File: config.mk
export PLATFORM = sky130hd
export DESIGN_NAME = div_seq_flat
export DESIGN_NICKNAME = d
export VERILOG_FILES = /design/src/rtl/div_seq_if.sv /design/src/rtl/div_seq.sv /design/src/flat_wrapper.sv
export SDC_FILE = /design/constraint.sdc
export NUM_CORES = 1
export LEC_CHECK = 0
export ABC_AREA = 1
export CORE_UTILIZATION = 46
export DETAILED_ROUTE_END_ITERATION = 10
export DONT_BUFFER_PORTS = 1
export GPL_TIMING_DRIVEN = 1
export SYNTH_ARGS = -nofsm -noshare
export SYNTH_HDL_FRONTEND = slang
export SYNTH_SLANG_ARGS = --single-unit
export TNS_END_PERCENT = 20
File: constraint.sdc
create_clock -name clk -period 5.1 [get_ports clk]
set_input_delay 0.765 -clock clk [delete_from_list [all_inputs] [get_ports clk]]
set_output_delay 0.765 -clock clk [all_outputs]
set_load 0.03 [all_outputs]
File: src/rtl/div_seq_if.sv
// Request/response bundle for div_seq: operands with valid/ready, a flush strobe,
// and the held result with its own valid/ready plus a busy indication.
interface div_seq_if #(parameter int WIDTH = 32);
  logic             in_valid;
  logic             in_ready;
  logic [1:0]       op;
  logic [WIDTH-1:0] dividend;
  logic [WIDTH-1:0] divisor;
  logic             flush;
  logic             out_valid;
  logic             out_ready;
  logic [WIDTH-1:0] result;
  logic             busy;

  modport master (
    output in_valid, op, dividend, divisor, flush, out_ready,
    input  in_ready, out_valid, result, busy
  );

  modport slave (
    input  in_valid, op, dividend, divisor, flush, out_ready,
    output in_ready, out_valid, result, busy
  );
endinterface

File: src/rtl/div_seq.sv
// Sequential restoring divider (DIV/DIVU/REM/REMU): out_valid WIDTH+1 edges after accept, 1 edge for /0 and overflow.
// Result held in DONE until out_ready; in_ready only in IDLE; flush or reset abandon any operation.
module div_seq #(
  parameter int WIDTH = 32
) (
  input logic       clk,
  input logic       reset,
  div_seq_if.slave  bus
);
  localparam int CW = $clog2(WIDTH);
  localparam logic [WIDTH-1:0] MIN_NEG = {1'b1, {(WIDTH-1){1'b0}}};

  typedef enum logic [1:0] {IDLE, ITER, FIX, DONE} state_t;

  state_t state, state_nxt;

  logic [1:0]       op_q;
  logic             quo_neg_q;
  logic             rem_neg_q;
  logic             special_q;
  logic [WIDTH-1:0] dvd_q;
  logic [WIDTH-1:0] dsr_q;
  logic [WIDTH-1:0] rem_q;
  logic [WIDTH-1:0] quo_q;
  logic [WIDTH-1:0] result_q;
  logic [CW-1:0]    cnt_q;

  logic             accept;
  logic             is_signed;
  logic             dvd_neg;
  logic             dsr_neg;
  logic             div_zero;
  logic             overflow;
  logic [WIDTH-1:0] dvd_mag;
  logic [WIDTH-1:0] dsr_mag;
  logic [WIDTH:0]   rem_sh;
  logic [WIDTH:0]   rem_diff;
  logic             q_bit;
  logic [WIDTH-1:0] quo_fix;
  logic [WIDTH-1:0] rem_fix;

  assign accept    = bus.in_valid & (state == IDLE) & ~bus.flush;
  assign is_signed = ~bus.op[0];
  assign dvd_neg   = is_signed & bus.dividend[WIDTH-1];
  assign dsr_neg   = is_signed & bus.divisor[WIDTH-1];
  assign dvd_mag   = dvd_neg ? -bus.dividend : bus.dividend;
  assign dsr_mag   = dsr_neg ? -bus.divisor : bus.divisor;
  assign div_zero  = (bus.divisor == '0);
  assign overflow  = is_signed & (bus.dividend == MIN_NEG) & (bus.divisor == '1);

  // Partial remainder can exceed 2^(WIDTH-1), so the shifted value keeps its carry bit.
  assign rem_sh   = {rem_q, dvd_q[WIDTH-1]};
  assign rem_diff = rem_sh - {1'b0, dsr_q};
  assign q_bit    = ~rem_diff[WIDTH];

  assign quo_fix = quo_neg_q ? -quo_q : quo_q;
  assign rem_fix = rem_neg_q ? -rem_q : rem_q;

  always_ff @(posedge clk or posedge reset) begin
    if (reset) state <= IDLE;
    else       state <= state_nxt;
  end

  // Special cases pass through FIX with the preloaded result so they surface one edge after accept.
  always_comb begin
    state_nxt = state;
    if (bus.flush) begin
      state_nxt = IDLE;
    end else begin
      case (state)
        IDLE:    if (bus.in_valid) state_nxt = (div_zero | overflow) ? FIX : ITER;
        ITER:    if (cnt_q == '0) state_nxt = FIX;
        FIX:     state_nxt = DONE;
        DONE:    if (bus.out_ready) state_nxt = IDLE;
        default: state_nxt = IDLE;
      endcase
    end
  end

  always_ff @(posedge clk or posedge reset) begin
    if (reset) begin
      op_q      <= '0;
      quo_neg_q <= 1'b0;
      rem_neg_q <= 1'b0;
      special_q <= 1'b0;
      dvd_q     <= '0;
      dsr_q     <= '0;
      rem_q     <= '0;
      quo_q     <= '0;
      result_q  <= '0;
      cnt_q     <= '0;
    end else if (accept) begin
      op_q      <= bus.op;
      quo_neg_q <= dvd_neg ^ dsr_neg;
      rem_neg_q <= dvd_neg;
      special_q <= div_zero | overflow;
      dvd_q     <= dvd_mag;
      dsr_q     <= dsr_mag;
      rem_q     <= '0;
      quo_q     <= '0;
      cnt_q     <= CW'(WIDTH - 1);
      if (div_zero)      result_q <= bus.op[1] ? bus.dividend : '1;
      else if (overflow) result_q <= bus.op[1] ? '0 : bus.dividend;
    end else if (!bus.flush && state == ITER) begin
      dvd_q <= {dvd_q[WIDTH-2:0], 1'b0};
      rem_q <= q_bit ? rem_diff[WIDTH-1:0] : rem_sh[WIDTH-1:0];
      quo_q <= {quo_q[WIDTH-2:0], q_bit};
      if (cnt_q != '0) cnt_q <= cnt_q - CW'(1);
    end else if (!bus.flush && state == FIX && !special_q) begin
      result_q <= op_q[1] ? rem_fix : quo_fix;
    end
  end

  assign bus.in_ready  = (state == IDLE);
  assign bus.out_valid = (state == DONE);
  assign bus.busy      = (state != IDLE);
  assign bus.result    = result_q;
endmodule

File: src/flat_wrapper.sv
// flat-port wrapper written by rule: the top's interface ports become plain ports
module div_seq_flat 
#(
  parameter int WIDTH = 32
)
  (clk, reset, bus_in_valid, bus_op, bus_dividend, bus_divisor, bus_flush, bus_out_ready, bus_in_ready, bus_out_valid, bus_result, bus_busy);
  div_seq_if #(.WIDTH(WIDTH)) bus_i ();
  input logic clk;
  input logic reset;
  input wire logic [$bits(bus_i.in_valid)-1:0] bus_in_valid;
  input wire logic [$bits(bus_i.op)-1:0] bus_op;
  input wire logic [$bits(bus_i.dividend)-1:0] bus_dividend;
  input wire logic [$bits(bus_i.divisor)-1:0] bus_divisor;
  input wire logic [$bits(bus_i.flush)-1:0] bus_flush;
  input wire logic [$bits(bus_i.out_ready)-1:0] bus_out_ready;
  output wire logic [$bits(bus_i.in_ready)-1:0] bus_in_ready;
  output wire logic [$bits(bus_i.out_valid)-1:0] bus_out_valid;
  output wire logic [$bits(bus_i.result)-1:0] bus_result;
  output wire logic [$bits(bus_i.busy)-1:0] bus_busy;
  assign bus_i.in_valid = bus_in_valid;
  assign bus_i.op = bus_op;
  assign bus_i.dividend = bus_dividend;
  assign bus_i.divisor = bus_divisor;
  assign bus_i.flush = bus_flush;
  assign bus_i.out_ready = bus_out_ready;
  assign bus_in_ready = bus_i.in_ready;
  assign bus_out_valid = bus_i.out_valid;
  assign bus_result = bus_i.result;
  assign bus_busy = bus_i.busy;
  div_seq #(.WIDTH(WIDTH)) u_core (.clk(clk), .reset(reset), .bus(bus_i));
endmodule
==> results, run 1 <==
- The run finished with clean final reports.
- The number of setup buffers added after CTS is 0.
- The cell depth of the worst flop-to-flop path is 16.
- Summing all multi-input logic gate instances after layout gives 8430 um2.
- The required arrival time at the worst endpoint is 5.49 ns.
- The number of DRC violations after detailed-routing iteration 0 is 1436.
- In this run the worst hold path is classified as in -> async.
- The worst hold margin is 0.326 ns.
- The kind of critical path is reg -> reg.
- Synthesis produced a netlist with a net count of 2397.
- The maximum cell stage delay along the critical path is 0.48 ns.
- The setup slack after layout is 1.74 ns.
- Among all flip-flop cells after synthesis, the most frequent one is dfrtp_1.
- The number of antenna violations at the first check in global routing is 0.
- Measured against its own limit, the worst slew margin works out to 24.8%.
- The routability congestion estimate from global placement is 0.957.
- Relative to the synthesized area, the layout overhead comes to 6.19%.
- The floorplan step set the die width to 177 um.
- Setup violations remaining at the end of the flow were counted as 0.
- For this run, the register share of the synthesized area comes to 30.2%.
- The per-cell via count in the routed design is 5.57.
- The most numerous cell on the critical path is nand2_1.
- The CTS buffer count is 17.
- The top-level port count is 106.
- After floorplanning, the core was divided into 63 placement rows.
- The analysis attributes to net switching a power of 0.00378 W.
- The power share of the sequential group is 31.3%.
- Summed over all layers, the routed wires come to 48100 um.
- TritonCTS built the clock tree.
- Each instance of the synthesized netlist takes up on average 6.21 um2.
- The internal power consumption is 0.00369 W.
- The number of buffers inserted by hold repair at cts is 0.
- In this run the number of H-tree levels came out at 4.
- The standby leakage power is 7.99 nW.
- The fraction of power consumed by combinational cells is 50.3%.
- For this run, the detailed router's first-pass iteration total came to 6.
- The final count of pins violating max slew was 0.
- The number of I/O port buffers is 0.
- The average wire per standard cell is 18.2 um.
- The count of antenna-violating nets left after detailed routing is 0.
- The clock-pin transition on the worst setup and hold timing paths is 0.07 ns.
- Subtracting the final worst setup slack from the clock period gives 3.36 ns.
- The number of hold violations in the final report is 0.
- The total power divided by cell area is 497 nW/um2.
- The number of clock sinks seen by CTS is 171.
- The routed layout has 14700 vias.
- The final setup skew is 0.0134 ns.
- Entering global routing, the biggest net connects 172 pins.
- Synthesis instantiated 45 different standard cells from the library.
- The number of flops mapped to enable cells by yosys is 0.
- The count of unresolved DRC violations after routing is 0.
- Cells fill 50.2% of the core in the end.
- Across the run, the number of max-cap violations was 0.
- The fraction of final layout cells with drive strength greater than 1 is 3.56%.
- Of the total power, the share spent switching nets is 50.6%.
- For this run, the number of Yosys warnings is 0.
- The largest fanout on the critical path is 32.
- The number of nets in the layout is 2349.
- The post-place setup slack is 1.80 ns.
- The first global-routing pass estimated 76000 um of wire.
- Walking the worst path, the cells encountered are inv_1 -> fa_1 -> inv_1 -> nand3_1 -> nand2_1 -> nand2_1 -> nand2_1 -> nand2_1 -> nand2_1 -> nand2_1 -> nand3_1 -> buf_4 -> nand2_2 -> nand2_1 -> nand3_1 -> nand2_1.
- The maximum VDD drop is 0.308 mV.
- The async set-or-reset flop fraction in the synthesized netlist is 100%.
- The via count of the first global-routing pass is 13500.
- The design draws 0.00747 W.
- The netlist area before placement is 14200 um2.
- The starting density of the core is 47.3%.
- Counting every instance in the synthesized netlist gives 2282.
- The core area is 30000 um2.
- In this run, synthesis produced a sequential element count of 171.
- The clock power share is 18.3%.
- After filler insertion, the fill cell instance count of the layout stands at 3186.
- Setup repair after global routing left no endpoint under its margin.
- In this run the deepest clock path goes through 2 buffers.
- The final critical path takes up 65.9% of the cycle.
- From bottom edge to top edge, the die measures 177 um.
- The count of instances resized after the clock tree is built is 0.
- The later pin in the worst-skew pair is clocked with a latency of 0.45 ns.
- The launching element type of the critical path is a flop.
- The number of antenna diodes is 0.
- The worst setup path is captured at a flop.
- Static timing analysis puts the maximum clock frequency at 297 MHz.
- The root buffer cell chosen for the clock tree is clkbuf_16.
- The half-perimeter wire length of the detailed placement result is 36200 um.
- The signal arrival time at the worst endpoint is 3.75 ns.
- The total global-route track usage is 31.3%.
- The cell with the biggest individual delay on the critical path is fa_1.
- For this run the aggregate overflow at the end of global routing stands at 0.
- The die covers 31500 um2.
- Setup total negative slack on the finished layout was measured at 0 ns.
- In the final layout, flip-flops and latches occupy 4280 um2.
- For the pin with the worst max-slew slack, the measured transition is 1.13 ns.
-- flip-flops by register name, summed over array words and instances, names as in the netlist --
name               flops
u_core.cnt_q           5
u_core.rem_neg_q       1
u_core.rem_q          32
u_core.special_q       1
u_core.dsr_q          32
u_core.quo_neg_q       1
u_core.quo_q          32
u_core.state           2
u_core.bus.result     32
u_core.dvd_q          32
u_core.op_q            1
-- cell usage after synthesis, types with 2 or more instances --
cell type / count / share of area, %
o21ai_1: 7 / 0.25
nor2_1: 199 / 5.3
dfrtp_1: 171 / 30
nand2_2: 4 / 0.18
nor2_4: 2 / 0.16
buf_6: 2 / 0.16
o21bai_1: 5 / 0.27
xnor2_1: 14 / 0.87
nor3_1: 15 / 0.53
clkbuf_1: 56 / 1.5
or2_2: 2 / 0.088
buf_1: 9 / 0.24
nand2_1: 770 / 20
a22oi_1: 3 / 0.16
a31oi_1: 2 / 0.088
nand4_1: 35 / 1.5
buf_4: 3 / 0.16
o211ai_1: 8 / 0.42
nand3b_1: 12 / 0.64
a21oi_1: 78 / 2.8
mux2i_1: 3 / 0.21
o22ai_1: 26 / 1.1
inv_1: 288 / 7.6
nand2_4: 2 / 0.16
buf_2: 12 / 0.42
nand3_1: 268 / 9.5
maj3_1: 27 / 1.9
nor2_2: 8 / 0.35
inv_2: 8 / 0.21
ha_1: 43 / 3.8
xor2_1: 27 / 1.7
o221ai_1: 20 / 1.2
o21ai_0: 139 / 4.9
nor4_1: 3 / 0.13
-- power groups by stage --
stage	clock [W]	combinational [W]	sequential, W
final	0.00137	0.00376	0.00234
after global placement	0	0.00366	0.00235
after detailed placement	0	0.00369	0.00236
after global routing	0.00144	0.00422	0.00240
after floorplan	0	0.00270	0.00225
after CTS	0.00139	0.00370	0.00234
-- cell families after synthesis --
group	share of synthesized area, %
mux	0.212
compound gates	11.6
fa+ha+maj	5.85
simple gates	39.2
xor+xnor	2.54
buf+inv	10.4
flops	30.2
-- cell usage in the layout (no fill, tap or decap), types with 2 or more instances in the layout --
master | synthesis | final
nand2_1 | 770 | 770
inv_1 | 288 | 286
nand3_1 | 268 | 268
nor2_1 | 199 | 196
dfrtp_1 | 171 | 171
o21ai_0 | 139 | 139
a21oi_1 | 78 | 78
ha_1 | 43 | 43
nand4_1 | 35 | 35
maj3_1 | 27 | 27
xor2_1 | 27 | 27
o22ai_1 | 26 | 26
o221ai_1 | 20 | 20
clkbuf_16 | 0 | 17
nor3_1 | 15 | 15
xnor2_1 | 14 | 14
buf_4 | 3 | 14
nand3b_1 | 12 | 12
inv_2 | 8 | 9
nor2_2 | 8 | 9
o211ai_1 | 8 | 8
o21ai_1 | 7 | 7
o21bai_1 | 5 | 5
nor2_4 | 2 | 4
nand2_2 | 4 | 4
clkinvlp_4 | 0 | 4
inv_6 | 0 | 4
nor4_1 | 3 | 3
a22oi_1 | 3 | 3
mux2i_1 | 3 | 3
nand2_4 | 2 | 2
or2_2 | 2 | 2
a31oi_1 | 2 | 2
bufinv_16 | 0 | 2
clkbuf_8 | 0 | 2
-- critical path, delay by kind of cell, from the launching register on --
| kind | cells | cell delay, ns |
|---|---|---|
| AND/OR/NAND/NOR | 12 | 1.75 |
| buffers and inverters | 3 | 0.58 |
| adder cells (fa/ha/maj) | 1 | 0.48 |
| flip-flops | 1 | 0.47 |
-- per-stage QoR --
step                instances  area, um2
finish                   2636      15000
global route             2636      15000
CTS                      2636      15000
detailed placement       2605      14400
global placement         2605      14400
floorplan                2282      14200
-- layout make-up --
| class | instances | area share (%) |
|---|---|---|
| tap | 390 | 3.25 |
| sequential | 171 | 28.5 |
| inverter | 298 | 7.48 |
| timing repair buffer | 15 | 0.832 |
| clock buffer | 20 | 3.04 |
| multi-input combinational | 1731 | 56.1 |
| clock inverter | 11 | 0.890 |
-- worst paths after layout --
path | startpoint | endpoint | slack [ns]
worst max-delay path | u_core.rem_q[0] | u_core.rem_q[25] | 1.74
worst min-delay path | reset | u_core.quo_q[25] | 0.33
worst max register to register | u_core.rem_q[0] | u_core.rem_q[25] | 1.74
worst min register to register | u_core.dsr_q[3] | u_core.dsr_q[3] | 0.49
max in group asynchronous | reset | u_core.bus.result[20] | 3.83
min in group clk | bus_op[1] | u_core.op_q[1] | 0.45
-- routing by layer --
metal	share of wire, %	global-route usage (%)
met1	48	46.2
met2	44	47.5
met3	6.6	5.21
met4	1.5	6.62
met5	0	0
Note: power is estimated with default switching activity, not from simulation.
==> inputs of run 2 (changes only) <==
clock period = 3.1 ns   (was 5.1 ns; I/O delays follow)
==> run 2 against run 1 <==
Net effect:
- worst setup slack worse by 1.4 ns
- flip-flop and latch count is the same
- critical endpoint is now u_core.rem_q[19]
- largest cell class unchanged
- critical path depth shrank 1
- total power grew 64%
- sequential share of layout area fell by 0.21 points
- cell area increased by 0.75%
- clock power increased by 61%
- die area unchanged
- count of clock-buffer cells in the layout is 2 lower
- routed wire length is 1.8% lower
- non-clock buffer count rose by 12
- final cell count rose by 0.49%
==> results, run 2 (synthesis gave the netlist of run 1 again) <==
- The number of nets in the layout is 2361 (was 2349).
- The average wire per standard cell is 17.8 um (was 18.2 um).
- The final count of negative-setup-slack endpoints is 0 (unchanged).
- The full die area came to 31500 um2 (unchanged).
- The half-perimeter wire length of the detailed placement result is 36400 um (was 36200 um).
- The count of antenna-violating nets left after detailed routing came to 0 (unchanged).
- The final wirelength is 47200 um (was 48100 um).
- The maximum cell stage delay along the critical path is 0.40 ns (was 0.48 ns).
- The final setup skew is 0.0143 ns (was 0.0134 ns).
- The slew at the pin closest to its max-slew limit came to 0.705 ns (was 1.13 ns).
- The latest clock arrival within the worst-skew pair was 0.46 ns (was 0.45 ns).
- The launch instance of the worst min-delay path is bus_divisor[31].
- The starting density of the core was 47.3% (unchanged).
- The reg-to-reg startpoint is u_core.dsr_q[0] (was u_core.rem_q[0]).
- The core area is 30000 um2 (unchanged).
- The overall die width is 177 um (unchanged).
- The fraction of final layout cells with drive strength greater than 1 was 4.07% (was 3.56%).
- The number of DRC violations after detailed-routing iteration 0 was 1542 (was 1436).
- The kind of critical path is reg -> reg (unchanged).
- The total global-route track usage was 30.8% (was 31.3%).
- The cell with the biggest individual delay on the critical path is fa_1 (unchanged).
- The routability congestion estimate from global placement is 0.997 (was 0.957).
- The top-level port count was 106 (unchanged).
- The part of the cycle the worst path needs is 87.7% (was 65.9%).
- The type of the worst min-delay path is in -> reg (was in -> async).
- The number of antenna diodes is 0 (unchanged).
- The total number of vias came to 14600 (was 14700).
- The maximum number of pins on one net before global-route repair was 89 (was 172).
- The synthesis-to-layout area growth is 6.98% (was 6.19%).
- The count of unresolved DRC violations after routing is 0 (unchanged).
- The count of maximum capacitance violations came to 0 (unchanged).
- Setup repair after global routing missed its margin: no (unchanged).
- The final count of pins violating max slew is 0 (unchanged).
- The worst max-slew margin expressed relative to the limit was 52.9% (was 24.8%).
- The master cell of the clock root buffer is clkbuf_16 (unchanged).
- The maximum level of the CTS H-tree is 4 (unchanged).
- The number of clock sinks seen by CTS is 171 (unchanged).
- The number of I/O port buffers is 0 (unchanged).
- The most numerous cell on the critical path is nand2_1 (unchanged).
- The cell count after placement came to 2616 (was 2605).
- The final design utilization is 50.6% (was 50.2%).
- The final critical-path required period is 2.72 ns (was 3.36 ns).
- The worst hold margin is 0.144 ns (was 0.326 ns).
- The standby leakage power came to 8.06 nW (was 7.99 nW).
- The global route total overflow is 0 (unchanged).
- The post-place setup slack is 0.321 ns (was 1.80 ns).
- The non-filler instance count after layout is 2649 (was 2636).
- The global-route wire length before repair is 74600 um (was 76000 um).
- The critical path launch point is u_core.dsr_q[0] (was u_core.rem_q[0]).
- The number of hold violations in the final report is 0 (unchanged).
- The floorplan die height was 177 um (unchanged).
- Commonest non-fill, non-tap cells in the layout: 770 x nand2_1, 286 x inv_1, 268 x nand3_1 (unchanged).
- The aggregate negative setup slack is 0 ns (unchanged).
- The clock-pin transition on the worst setup and hold timing paths is 0.07 ns (about the same).
- The buffer depth of the longest clock path is 2 (unchanged).
- The peak clock frequency supported by timing is 368 MHz (was 297 MHz).
- The total power divided by cell area is 809 nW/um2 (was 497 nW/um2).
- The layout filler cell count was 3223 (was 3186).
- The CTS tree is done (unchanged).
- The number of antenna violations at the first check in global routing is 0 (unchanged).
- The largest fanout on the critical path is 31 (was 32).
- The setup slack after layout was 0.380 ns (was 1.74 ns).
- The kind of end point of the critical path was a flop (unchanged).
- Outcome: finished, final reports clean (unchanged).
- The number of cell rows is 63 (unchanged).
- The required arrival time at the worst endpoint was 3.45 ns (was 5.49 ns).
- The launching element type of the critical path was a flop (unchanged).
- The signal arrival time at the worst endpoint was 3.07 ns (was 3.75 ns).
- The detailed-routing iteration count for the pre-antenna-repair pass was 6 (unchanged).
- Cell Chain, Critical Path: ha_1 -> fa_1 -> inv_1 -> nand3_1 -> nand2_1 -> nand2_1 -> nand2_1 -> nand2_1 -> nand2_1 -> nand2_1 -> nand3_1 -> buf_4 -> nand3_1 -> nand3_1 -> nand2_1 (was inv_1 -> fa_1 -> inv_1 -> nand3_1 -> nand2_1 -> nand2_1 -> nand2_1 -> nand2_1 -> nand2_1 -> nand2_1 -> nand3_1 -> buf_4 -> nand2_2 -> nand2_1 -> nand3_1 -> nand2_1).
- The most frequent standard cell in the layout excluding fill and tap cells is nand2_1 (unchanged).
- The CTS buffer count came to 17 (unchanged).
- The maximum VDD drop is 0.534 mV (was 0.308 mV).
- The per-cell via count in the routed design came to 5.53 (was 5.57).
- The via count of the first global-routing pass is 13600 (was 13500).
-- run 2: per-stage QoR --
stage	cell area (um2)	total power, W
finish	15100	0.0123
global route	15100	0.0132
CTS	15100	0.0122
detailed placement	14600	0.00996
global placement	14600	0.00989
floorplan	14200	0.00814
-- run 2: worst paths after layout --
check	cells after the start	slack, ns	end
min in group asynchronous	2	0.43	u_core.quo_q[19]
setup / recovery	15	0.38	u_core.rem_q[19]
hold reg to reg	2	0.48	u_core.special_q
max in group asynchronous	3	1.88	u_core.dvd_q[17]
setup reg to reg	15	0.38	u_core.rem_q[19]
hold / removal	1	0.14	u_core.quo_neg_q
-- run 2: area by class of cell --
cell class	instances	area [um2]	area share, %
Multi-Input combinational cell	1731	8430	55.7
Sequential cell	171	4280	28.2
Inverter	298	1120	7.43
Tap cell	390	488	3.22
Clock buffer	18	429	2.83
Timing Repair Buffer	27	243	1.60
Clock inverter	14	151	0.999
-- run 2: power by group --
part	internal, W	switching, W
clock network	0.00114	0.00106
registers	0.00299	0.000844
logic	0.00189	0.00432
total	0.00603	0.00623
-- run 2: what timing repair did --
action	CTS	global route
buffers inserted	0	0
hold endpoints to repair	6	0
resized for setup	0	1
endpoints found under the setup margin	0	26
hold buffers	1	0
-- run 2: worst max-delay path: cells and delay by family, from the launching register on --
kind | cells | cell delay (ns)
and+or+nand+nor | 11 | 1.12
DFF | 1 | 0.39
buffers and inverters | 2 | 0.44
adders and majority gates | 2 | 0.63
-- run 2: per-layer routing --
| metal | share of wire (%) | global-route usage (%) | vias up |
|---|---|---|---|
| met5 | 0 | 0 | - |
| met4 | 2.2 | 9.29 | 0 |
| met3 | 8.2 | 6.43 | 56 |
| met2 | 43 | 45.2 | 527 |
| met1 | 47 | 45.0 | 6775 |
| li1 | - | - | 7280 |
==> inputs of run 3 (changes only) <==
HOLD_SLACK_MARGIN = 0.15   (was default)
==> run 3 against run 2 <==
Net effect:
- worst setup slack worse by 0.0064 ns
- critical endpoint unchanged
- critical path depth unchanged
- sequential power about the same
- core utilization up 0.067 points
- first-iteration DRC count down 3.6%
- final cell count about the same
- clock power about the same
- total power about the same
- combinational power about the same
- highest routed layer unchanged
- largest power group unchanged
==> results, run 3 (synthesis gave the netlist of run 1 again) <==
- The cell with the biggest individual delay on the critical path is fa_1 (unchanged).
- The via count of the first global-routing pass came to 13600 (about the same).
- The half-perimeter wire length of the detailed placement result is 36400 um (unchanged).
- The CTS tree was done (unchanged).
- The power share of the sequential group is 31.3% (about the same).
- The wire length on met1 is 22300 um (was 22200 um).
- The hold-critical path endpoint was u_core.dvd_q[31] (was u_core.quo_neg_q).
- The maximum number of pins on one net before global-route repair is 89 (unchanged).
- The overall die width is 177 um (unchanged).
- The worst hold path depth is 2 (was 1).
- The detailed-routing iteration count for the pre-antenna-repair pass is 6 (unchanged).
- The kind of critical path is reg -> reg (unchanged).
- The average wire per standard cell is 17.8 um (about the same).
- The peak clock frequency supported by timing is 367 MHz (was 368 MHz).
- The maximum VDD drop is 0.535 mV (was 0.534 mV).
- The kind of end point of the critical path is a flop (unchanged).
- The number of hold violations in the final report is 0 (unchanged).
- The cell depth of the worst flop-to-flop path came to 15 (unchanged).
- The count of maximum capacitance violations is 0 (unchanged).
- The maximum level of the CTS H-tree is 4 (unchanged).
- The maximum cell stage delay along the critical path is 0.40 ns (about the same).
- The number of cell rows is 63 (unchanged).
- The full die area is 31500 um2 (unchanged).
- The latest clock arrival within the worst-skew pair came to 0.46 ns (about the same).
- Outcome: finished, final reports clean (unchanged).
- The fraction of final layout cells with drive strength greater than 1 is 4.07% (about the same).
- The count of antenna-violating nets left after detailed routing is 0 (unchanged).
- The signal arrival time at the worst endpoint was 3.08 ns (was 3.07 ns).
- Cell Chain, Critical Path: ha_1 -> fa_1 -> inv_1 -> nand3_1 -> nand2_1 -> nand2_1 -> nand2_1 -> nand2_1 -> nand2_1 -> nand2_1 -> nand3_1 -> buf_4 -> nand3_1 -> nand3_1 -> nand2_1 (unchanged).
- The worst flop-to-flop path endpoint is u_core.rem_q[19] (unchanged).
- The buffering stage count on the worst path with inverters included is 2 (unchanged).
- The top-level port count is 106 (unchanged).
- The type of the worst min-delay path is in -> reg (unchanged).
- The routability congestion estimate from global placement was 0.997 (unchanged).
- The core area is 30000 um2 (unchanged).
- The global route total overflow is 0 (unchanged).
- The cell type group with the largest total delay on the critical path is simple AND/OR/NAND/NOR gates (unchanged).
- The clock power share is 18.0% (about the same).
- The number of DRC violations after detailed-routing iteration 0 came to 1487 (was 1542).
- The internal power consumption is 0.00603 W (about the same).
- The slew at the pin closest to its max-slew limit is 0.709 ns (was 0.705 ns).
- The reg-to-reg startpoint was u_core.dsr_q[0] (unchanged).
- The post-placement cell area was 14600 um2 (unchanged).
- The met3 layer wire length in the routed design came to 3750 um (was 3880 um).
- The number of antenna diodes is 0 (unchanged).
- The number of I/O port buffers is 0 (unchanged).
- Setup repair after global routing missed its margin: no (unchanged).
- The synthesis-to-layout area growth is 7.12% (was 6.98%).
- The largest fanout on the critical path is 31 (unchanged).
- The total number of vias is 14700 (was 14600).
- The per-cell via count in the routed design is 5.53 (about the same).
- The count of unresolved DRC violations after routing is 0 (unchanged).
- The most numerous cell on the critical path was nand2_1 (unchanged).
- The standby leakage power is 8.07 nW (was 8.06 nW).
- The final count of pins violating max slew is 0 (unchanged).
- The most frequent standard cell in the layout excluding fill and tap cells was nand2_1 (unchanged).
- The floorplan die height is 177 um (unchanged).
- The setup slack on the worst flop-to-flop path came to 0.37 ns (was 0.38 ns).
- The top layer used by detailed routing is met4 (unchanged).
- The final count of negative-setup-slack endpoints is 0 (unchanged).
- The part of the cycle the worst path needs came to 87.9% (was 87.7%).
- The starting density of the core is 47.3% (unchanged).
- The final wirelength is 47100 um (was 47200 um).
- The number of nets in the layout is 2363 (was 2361).
- The final critical-path required period came to 2.73 ns (was 2.72 ns).
- The fraction of power consumed by combinational cells came to 50.7% (about the same).
- The switching power of the nets came to 0.00624 W (was 0.00623 W).
- The master cell of the clock root buffer is clkbuf_16 (unchanged).
- The area of all placed cells without fillers came to 15200 um2 (was 15100 um2).
- The switching fraction of total power was 50.8% (about the same).
- The aggregate negative setup slack is 0 ns (unchanged).
- The number of antenna violations at the first check in global routing is 0 (unchanged).
- The required arrival time at the worst endpoint is 3.45 ns (about the same).
- The total global-route track usage is 30.8% (about the same).
- The number of buffers inserted by post-CTS setup repair is 0 (unchanged).
- The total power divided by cell area is 809 nW/um2 (about the same).
- The critical path launch point is u_core.dsr_q[0] (unchanged).
- The number of clock sinks seen by CTS is 171 (unchanged).
- The clock-pin transition on the worst setup and hold timing paths is 0.07 ns (about the same).
- The sum of met2 wire segment lengths after detailed routing is 20000 um (was 20100 um).
- The launch instance of the worst min-delay path is bus_dividend[31] (was bus_divisor[31]).
- The CTS buffer count was 17 (unchanged).
- The final setup skew is 0.0139 ns (was 0.0143 ns).
- The launching element type of the critical path is a flop (unchanged).
- The worst max-slew margin expressed relative to the limit is 52.6% (was 52.9%).
- Commonest non-fill, non-tap cells in the layout: 770 x nand2_1, 286 x inv_1, 268 x nand3_1 (unchanged).
- The global-route wire length before repair is 74700 um (was 74600 um).
- The buffer depth of the longest clock path came to 2 (unchanged).
## run 3: cell types whose count changed in the layout (fill, tap and decap cells not counted), sizes merged
| cell | change |
|---|---|
| dlygate4sd3 | +2 |
## run 3: area by class of cell
class                   instances  area [um2]
well taps                     390         488
multi-input cells            1731        8430
fillers                      3223       14800
inverters                     298        1120
clock inverters                14         151
flip-flops and latches        171        4280
repair buffers                 29         263
clock buffers                  18         429
## run 3: per-layer routing
layer	track usage, %	vias up
met5	0	-
met4	9.29	0
met3	6.34	59
met2	45.3	537
met1	45.0	6784
li1	-	7282
## run 3: stage by stage
step / instances / hold WS [ns] / power, W / worst slack, ns / util [%]
3_5_place_dp: 2616 / 0.299 / 0.00996 / 0.321 / 48.6
5_1_grt: 2651 / 0.171 / 0.0132 / 0.0799 / 50.6
3_3_place_gp: 2616 / 0.291 / 0.00989 / 0.428 / 48.6
4_1_cts: 2651 / 0.158 / 0.0122 / 0.305 / 50.6
2_1_floorplan: 2282 / 0.444 / 0.00814 / 0.452 / -
6_report: 2651 / 0.171 / 0.0123 / 0.374 / 50.6
## run 3: power by group through the flow
stage	Combinational, W	Clock (W)	Sequential [W]
floorplan	0.00444	0	0.00370
global placement	0.00603	0	0.00386
detailed placement	0.00609	0	0.00387
CTS	0.00612	0.00223	0.00383
global route	0.00697	0.00230	0.00393
finish	0.00622	0.00220	0.00384
## run 3: how the worst max path moves through the flow
stage                     slack (ns)  cells after the start              endpoint
after floorplan                 0.45                      1  u_core.bus.result[0]
after global placement          0.43                     16       u_core.rem_q[9]
after detailed placement        0.32                     16      u_core.rem_q[13]
after CTS                       0.30                     16      u_core.rem_q[28]
after global routing            0.08                     16      u_core.rem_q[19]
final                           0.37                     15      u_core.rem_q[19]
## run 3: timing repair
action,4_1_cts,5_1_grt
setup endpoints to repair,0,26
gates resized for setup,0,1
hold buffers,3,0
hold endpoints to repair,21,0
